### src/rtl/seg_scan_if.sv
// Front-panel bus for seg_scan: captured BCD pairs, load/blank/blink controls and
// the active-low digit-enable and segment outputs.
interface seg_scan_if;
    logic [7:0] bcd_a;
    logic [7:0] bcd_b;
    logic       load;
    logic       blank_lz;
    logic       blink;
    logic [3:0] an;
    logic [6:0] seg;

    modport master (
        output bcd_a, bcd_b, load, blank_lz, blink,
        input  an, seg
    );

    modport slave (
        input  bcd_a, bcd_b, load, blank_lz, blink,
        output an, seg
    );
endinterface

### src/rtl/seg_scan.sv
// Four-digit multiplexed common-anode seven-segment driver with leading-zero blanking.
// Optional display blinking is built only when SEG_SCAN_BLINK_EN is defined.
module seg_scan #(
    parameter int unsigned SCAN_DIV  = 100000,
    parameter int unsigned BLINK_DIV = 64
) (
    input  logic        clk,
    input  logic        rst,
    seg_scan_if.slave   bus
);
    localparam int unsigned CW = (SCAN_DIV > 1) ? $clog2(SCAN_DIV) : 1;

    logic [CW-1:0] cnt;
    logic          tick;
    logic [1:0]    idx;
    logic [7:0]    sh_a;
    logic [7:0]    sh_b;
    logic [3:0]    nib;
    logic          blank;
    logic [6:0]    seg_d;
    logic [3:0]    an_d;

    assign tick = (cnt == CW'(SCAN_DIV - 1));

    always_ff @(posedge clk or posedge rst) begin
        if (rst) begin
            cnt <= '0;
            idx <= '0;
        end else if (tick) begin
            cnt <= '0;
            idx <= idx + 2'd1;
        end else begin
            cnt <= cnt + 1'b1;
        end
    end

    always_ff @(posedge clk or posedge rst) begin
        if (rst) begin
            sh_a <= '0;
            sh_b <= '0;
        end else if (bus.load) begin
            sh_a <= bus.bcd_a;
            sh_b <= bus.bcd_b;
        end
    end

    // Odd indices are tens digits; only those are eligible for zero blanking.
    always_comb begin
        nib = '0;
        unique case (idx)
            2'd0: nib = sh_a[3:0];
            2'd1: nib = sh_a[7:4];
            2'd2: nib = sh_b[3:0];
            2'd3: nib = sh_b[7:4];
        endcase
        blank = bus.blank_lz && idx[0] && (nib == 4'd0);
    end

    always_comb begin
        seg_d = 7'b0111111;
        if (blank) begin
            seg_d = '1;
        end else begin
            case (nib)
                4'd0: seg_d = 7'b1000000;
                4'd1: seg_d = 7'b1111001;
                4'd2: seg_d = 7'b0100100;
                4'd3: seg_d = 7'b0110000;
                4'd4: seg_d = 7'b0011001;
                4'd5: seg_d = 7'b0010010;
                4'd6: seg_d = 7'b0000010;
                4'd7: seg_d = 7'b1111000;
                4'd8: seg_d = 7'b0000000;
                4'd9: seg_d = 7'b0010000;
                default: seg_d = 7'b0111111;
            endcase
        end
    end

`ifdef SEG_SCAN_BLINK_EN
    localparam int unsigned BW = (BLINK_DIV > 1) ? $clog2(BLINK_DIV) : 1;

    logic [BW-1:0] bcnt;
    logic          phase;

    // Phase advances on scan ticks regardless of the blink request.
    always_ff @(posedge clk or posedge rst) begin
        if (rst) begin
            bcnt  <= '0;
            phase <= 1'b1;
        end else if (tick) begin
            if (bcnt == BW'(BLINK_DIV - 1)) begin
                bcnt  <= '0;
                phase <= ~phase;
            end else begin
                bcnt <= bcnt + 1'b1;
            end
        end
    end

    always_comb begin
        an_d = ~(4'b0001 << idx);
        if (bus.blink && !phase) begin
            an_d = '1;
        end
    end
`else
    logic unused_blink;
    assign unused_blink = bus.blink;

    always_comb begin
        an_d = ~(4'b0001 << idx);
    end
`endif

    always_ff @(posedge clk or posedge rst) begin
        if (rst) begin
            bus.an  <= '1;
            bus.seg <= '1;
        end else begin
            bus.an  <= an_d;
            bus.seg <= seg_d;
        end
    end
endmodule

### src/flat_wrapper.sv
// flat-port wrapper written by rule: the top's interface ports become plain ports
module seg_scan_flat 
#(
    parameter int unsigned SCAN_DIV  = 100000,
    parameter int unsigned BLINK_DIV = 64
)
  (clk, rst, bus_bcd_a, bus_bcd_b, bus_load, bus_blank_lz, bus_blink, bus_an, bus_seg);
  seg_scan_if bus_i ();
  input  logic clk;
  input  logic rst;
  input wire logic [$bits(bus_i.bcd_a)-1:0] bus_bcd_a;
  input wire logic [$bits(bus_i.bcd_b)-1:0] bus_bcd_b;
  input wire logic [$bits(bus_i.load)-1:0] bus_load;
  input wire logic [$bits(bus_i.blank_lz)-1:0] bus_blank_lz;
  input wire logic [$bits(bus_i.blink)-1:0] bus_blink;
  output wire logic [$bits(bus_i.an)-1:0] bus_an;
  output wire logic [$bits(bus_i.seg)-1:0] bus_seg;
  assign bus_i.bcd_a = bus_bcd_a;
  assign bus_i.bcd_b = bus_bcd_b;
  assign bus_i.load = bus_load;
  assign bus_i.blank_lz = bus_blank_lz;
  assign bus_i.blink = bus_blink;
  assign bus_an = bus_i.an;
  assign bus_seg = bus_i.seg;
  seg_scan #(.SCAN_DIV(SCAN_DIV), .BLINK_DIV(BLINK_DIV)) u_core (.clk(clk), .rst(rst), .bus(bus_i));
endmodule
### config.mk
export PLATFORM = sky130hd
export DESIGN_NAME = seg_scan_flat
export DESIGN_NICKNAME = d
export VERILOG_FILES = /design/src/rtl/seg_scan_if.sv /design/src/rtl/seg_scan.sv /design/src/flat_wrapper.sv
export SDC_FILE = /design/constraint.sdc
export NUM_CORES = 1
export LEC_CHECK = 0
export ABC_AREA = 0
export CAP_MARGIN = 20
export CORE_MARGIN = 1
export CORE_UTILIZATION = 55
export CTS_BUF_LIST = sky130_fd_sc_hd__clkbuf_2
export CTS_CLUSTER_SIZE = 10
export DETAILED_ROUTE_END_ITERATION = 12
export PLACE_DENSITY = 0.91
export REMOVE_ABC_BUFFERS = 1
export SYNTH_ARGS = -nofsm -noshare
export SYNTH_HDL_FRONTEND = slang
export SYNTH_SLANG_ARGS = --single-unit
### constraint.sdc
create_clock -name clk -period 5.08 [get_ports clk]
set_input_delay 0.508 -clock clk [delete_from_list [all_inputs] [get_ports clk]]
set_output_delay 0.508 -clock clk [all_outputs]
set_load 0.02 [all_outputs]
Word-level counts from Yosys, hierarchy flattened
Memory sizes are Yosys's and may differ from the RTL's. Index checks and enable logic that the tools add are counted.

$add $sub $neg: 2. Eq/ne operators: 4. Shift-type cells: 1. Multiplexer cells: 3. Bitwise logic cells: 1. Reduce and logical (&&, ||, !) cells: 4.

Operators with widths (count): $add 17x1->17 const B (1); $eq 17x17->1 const B (1); $mux 17 (1); $pmux 4 s4 (1); $mux 7 (1); $eq 2x2->1 const B (2); $logic_not 4->1 (1); $not 4->4 (1); $shl 1x2->4 const A (1); $add 2x1->2 const B (1); $eq 2x1->1 const B (1); $logic_and 1x1->1 (2); $logic_not 2->1 (1).

Bits in registers: 46. Bits in read-only memories: 112. Input bits: 21. Output and inout port bits: 11. Word-level logic and storage cells: 22. Memories: 1.

Memory list: (no name shown) (words 16, bits a word 7, rd ports 1, clocked after Yosys merged registers in 0, wr ports 0, RTL line seg_scan.sv:64) `case (nib)`.

Depth between registers and ports, before layout
Word-level depth: 5. Mapped depth: 9. Mapped depth without buffers: 9.

Worst setup path before layout
No wires, ideal clock.

Path type: reg2reg. Start point: register u_core.idx[0]. End point: register u_core.bus.seg[0]. Library setup time: 0.089 ns. Data arrival time: 2.017 ns. Required time: 4.991 ns. Setup slack: 2.974 ns. Stages on the path, launching flop included: 10. Buffers on the path: 0. Clock period less this slack: 2.106 ns. Path through: dfrtp_1 -> inv_1 -> ha_1 -> a222oi_1 -> mux2i_1 -> inv_1 -> ha_1 -> nand3_1 -> a21o_1 -> a211oi_1.

Cells in the longest elaborated chain, start to end: 5. Elaborated cells on any way between the ends: 10. Classes of those cells: eq/ne: 3; mux: 2; reduce/logical: 4; memory: 1.

Ends and longest elaborated chain: from (decl) (RTL line seg_scan.sv:15) `logic [1:0] idx;`; from (signal assigned) (RTL line seg_scan.sv:31) `idx <= idx + 2'd1;`; branches (longest 4 deep; another with $mem_v2 16x7); $mux 7 * (RTL line seg_scan.sv:61) `if (blank) begin`; net u_core.seg_d[0] (RTL line seg_scan.sv:20) `logic [6:0] seg_d;`; to (signal assigned) (RTL line seg_scan.sv:122) `bus.seg <= seg_d;`; to (decl) (RTL line seg_scan_if.sv:19) `output an, seg`.

Mark *: on every way through the listed nets, which the timed path passes. A chain may end at the register's enable or synchronous reset.

Worst setup path after layout
Start point: register u_core.idx[0]. End point: register u_core.bus.seg[3].

Same word-level chain as after synthesis.

==> reports/qor.csv <==
stage,metric,value,unit
die,Top Ports,32,
die,Die Y-Extent,63.9,um
routing,DRT Wirelength,3.66,mm
pwr,P_leak,1.09,nW
routing,Vias/cell,5.54,
global_route,GRT met1 Usage,0.267,
placed_design,dpl hpwl,2.68,mm
routing,post-route ant nets,0,
synthesis,Avg Synthesized Cell Area,11.9,um2
clocking,CTS Buf Count,5,
timing,# setup viols final,0,
worst_setup_path,R2R Path Start,u_core.idx[0],
clocking,CTS-repair resized insts,0,
outcome,status,"finished, final reports clean",
timing,clk_skew,0.0255,ns
cells_and_area,most common library cell in the layout ignoring fill and taps,dfrtp_1,
cells_and_area,nets,239,
synthesis,Post-synth top flop,dfrtp_1,
global_route,GR Overflow Total,0,
routing,Detailed Routing Iterations Pass 1,5,
die,CORE AREA,3660,um2
clocking,clk root buf,clkbuf_2,
clocking,clk_lat worst skew,0.42,ns
global_route,GR peak layer,met2,
clocking,CTS clock-pin slew for the worst setup and hold paths,0.23,ns
synthesis,Synth Register Bits,46,
clocking,CTS tree,done,
worst_setup_path,crit path from,u_core.idx[0],
clocking,H-tree depth,2,
clocking,CTS Sinks,46,
timing,Final min period,2.60,ns
worst_setup_path,endpoint type of the worst setup path,flip-flop,
worst_hold_path,Hold WC Path Type,input pin to async pin,
global_route,GR Layer Usage met2,0.355,
timing,achievable frequency,385,MHz
clocking,Longest Clk Path Bufs,2,
run,# Max-Cap Violations,0,
die,Die Area,4080,um2
synthesis,Synth cell types,35,
routing,drt drc,0,
timing,total negative setup slack,0,ns
cells_and_area,layout cell share with drive strength beyond 1,0.190,
cells_and_area,"commonest non-fill, non-tap cells in the layout","dfrtp_1 (35), clkdlybuf4s50_1 (30), mux2_2 (16)",
worst_setup_path,crit path max fanout,6,
synthesis,sequential area share after synthesis,0.554,
synthesis,cell area after synthesis,2100,um2
placed_design,Port Buffer Count,30,
worst_setup_path,WP data required,5.44,ns
global_route,largest net degree at the start of global routing,47,
placed_design,Inst Count DP,250,
die,chip width,63.9,um
timing,post-route clock period utilization,0.511,
synthesis,Syn Inst Count,177,
global_route,GRT met3 Usage,0.0446,
timing,Final Hold Vio Count,0,
global_route,GRT Total Usage,0.210,
synthesis,Synth Warn #,0,
die,Site Rows,22,
cells_and_area,Post-Layout Cell Count,258,
timing,relative slew slack,0.471,
clocking,hold_buf cts,0,
synthesis,"EDFF count, synth",0,
routing,1st-iter DRT viols,113,
routing,WL/cell,14.2,um
timing,Max Slew Vio Count,0,
global_route,initial antenna violation count,0,
cells_and_area,ANT cells,0,
routing,DR vias,1430,
worst_setup_path,CP Class,flip-flop to flip-flop,
global_route,first-pass GRT wire length,6.52,mm
synthesis,asr flop ratio synth,1.00,
pwr,PwrDens,276,nW/um2
pwr,total power draw,0.694,mW
global_route,vias in the first global route,1450,
placed_design,placer congestion estimate,0.782,
timing,worst slew pin tran,0.771,ns
clocking,postcts setup bufs,0,
die,effective utilization at floorplan,0.575,
timing,unrepaired setup endpoints after global routing,no,
pwr,Max IR drop VDD,192,uV
cells_and_area,"Area growth, synth to finish",19.6,%
worst_setup_path,Critical Path AT,2.96,ns
worst_setup_path,Setup crit start kind,flip-flop,
path summary, 6_finish.rpt:
path | slack (ns) | endpoint | depth (start not counted)
setup reg to reg | 2.48 | u_core.bus.seg[3] | 9
setup / recovery | 2.48 | u_core.bus.seg[3] | 9
min in group clk | 0.50 | u_core.cnt[14] | 1
max in group asynchronous | 4.19 | u_core.bus.an[3] | 3
hold reg to reg | 0.50 | u_core.cnt[14] | 1
hold / removal | 0.48 | u_core.sh_a[0] | 3
through the flow:
step	setup slack [ns]	area [um2]	hold slack, ns	util
after floorplan	2.97	2080	0.453	-
after global placement	2.60	2450	0.471	0.669
after detailed placement	2.53	2450	0.483	0.669
after CTS	2.48	2520	0.486	0.687
after global routing	2.23	2520	0.489	0.687
final	2.48	2520	0.484	0.687
logic make-up after synthesis:
logic type	Yosys count	synth area share
AOI/OAI and AO/OA	23	0.0737
xor gates and xnor gates	14	0.0583
adders and majority gates	9	0.0535
buffers and inverters	18	0.0327
DFF	46	0.554
muxes	19	0.0999
and+or+nand+nor	48	0.128
Yosys cell counts, types with 3 or more instances:
cell type / instances / share of area
a21oi_1: 4 / 0.0095
a222oi_1: 3 / 0.014
and4_1: 3 / 0.012
clkbuf_1: 5 / 0.0089
dfrtp_1: 35 / 0.42
dfstp_2: 11 / 0.14
ha_1: 9 / 0.054
inv_1: 12 / 0.021
mux2_2: 16 / 0.086
mux2i_1: 3 / 0.014
nand2_1: 7 / 0.012
nand3_1: 8 / 0.019
nor2_1: 10 / 0.018
nor3_1: 5 / 0.012
o21ai_0: 8 / 0.019
xnor2_1: 8 / 0.033
xor2_1: 6 / 0.025
area by class of cell:
class / count / area (um2)
flip-flops and latches: 46 / 1160
clock buffers: 6 / 30.0
inverters: 12 / 45.0
repair buffers: 31 / 308
fillers: 272 / 1140
clock inverters: 2 / 37.5
well taps: 48 / 60.1
multi-input cells: 113 / 871
worst max-delay path, stage by stage (launching register included):
cell and delay [ns]:
dfrtp_1 0.49, inv_1 0.14, ha_1 0.29, a222oi_1 0.39
mux2i_1 0.26, inv_1 0.15, ha_1 0.19, nand3_1 0.15
a21o_1 0.24, a211oi_1 0.24
flip-flops by register name, summed over array words and instances (netlist names):
signal          cells
u_core.sh_a         8
u_core.bus.seg      7
u_core.idx          2
u_core.cnt         17
u_core.bus.an       4
u_core.sh_b         8
layer usage:
metal	routed length [um]	up-vias	share of wire
met5	0	-	0
met4	65	0	0.018
met3	133	8	0.036
met2	1890	30	0.52
met1	1570	708	0.43
li1	-	684	-
report_power, final:
part	switching, mW	internal [mW]
Sequential	0.00826	0.394
Clock	0.113	0.0850
Combinational	0.0449	0.0491
Power figures use the tool's default switching activity.
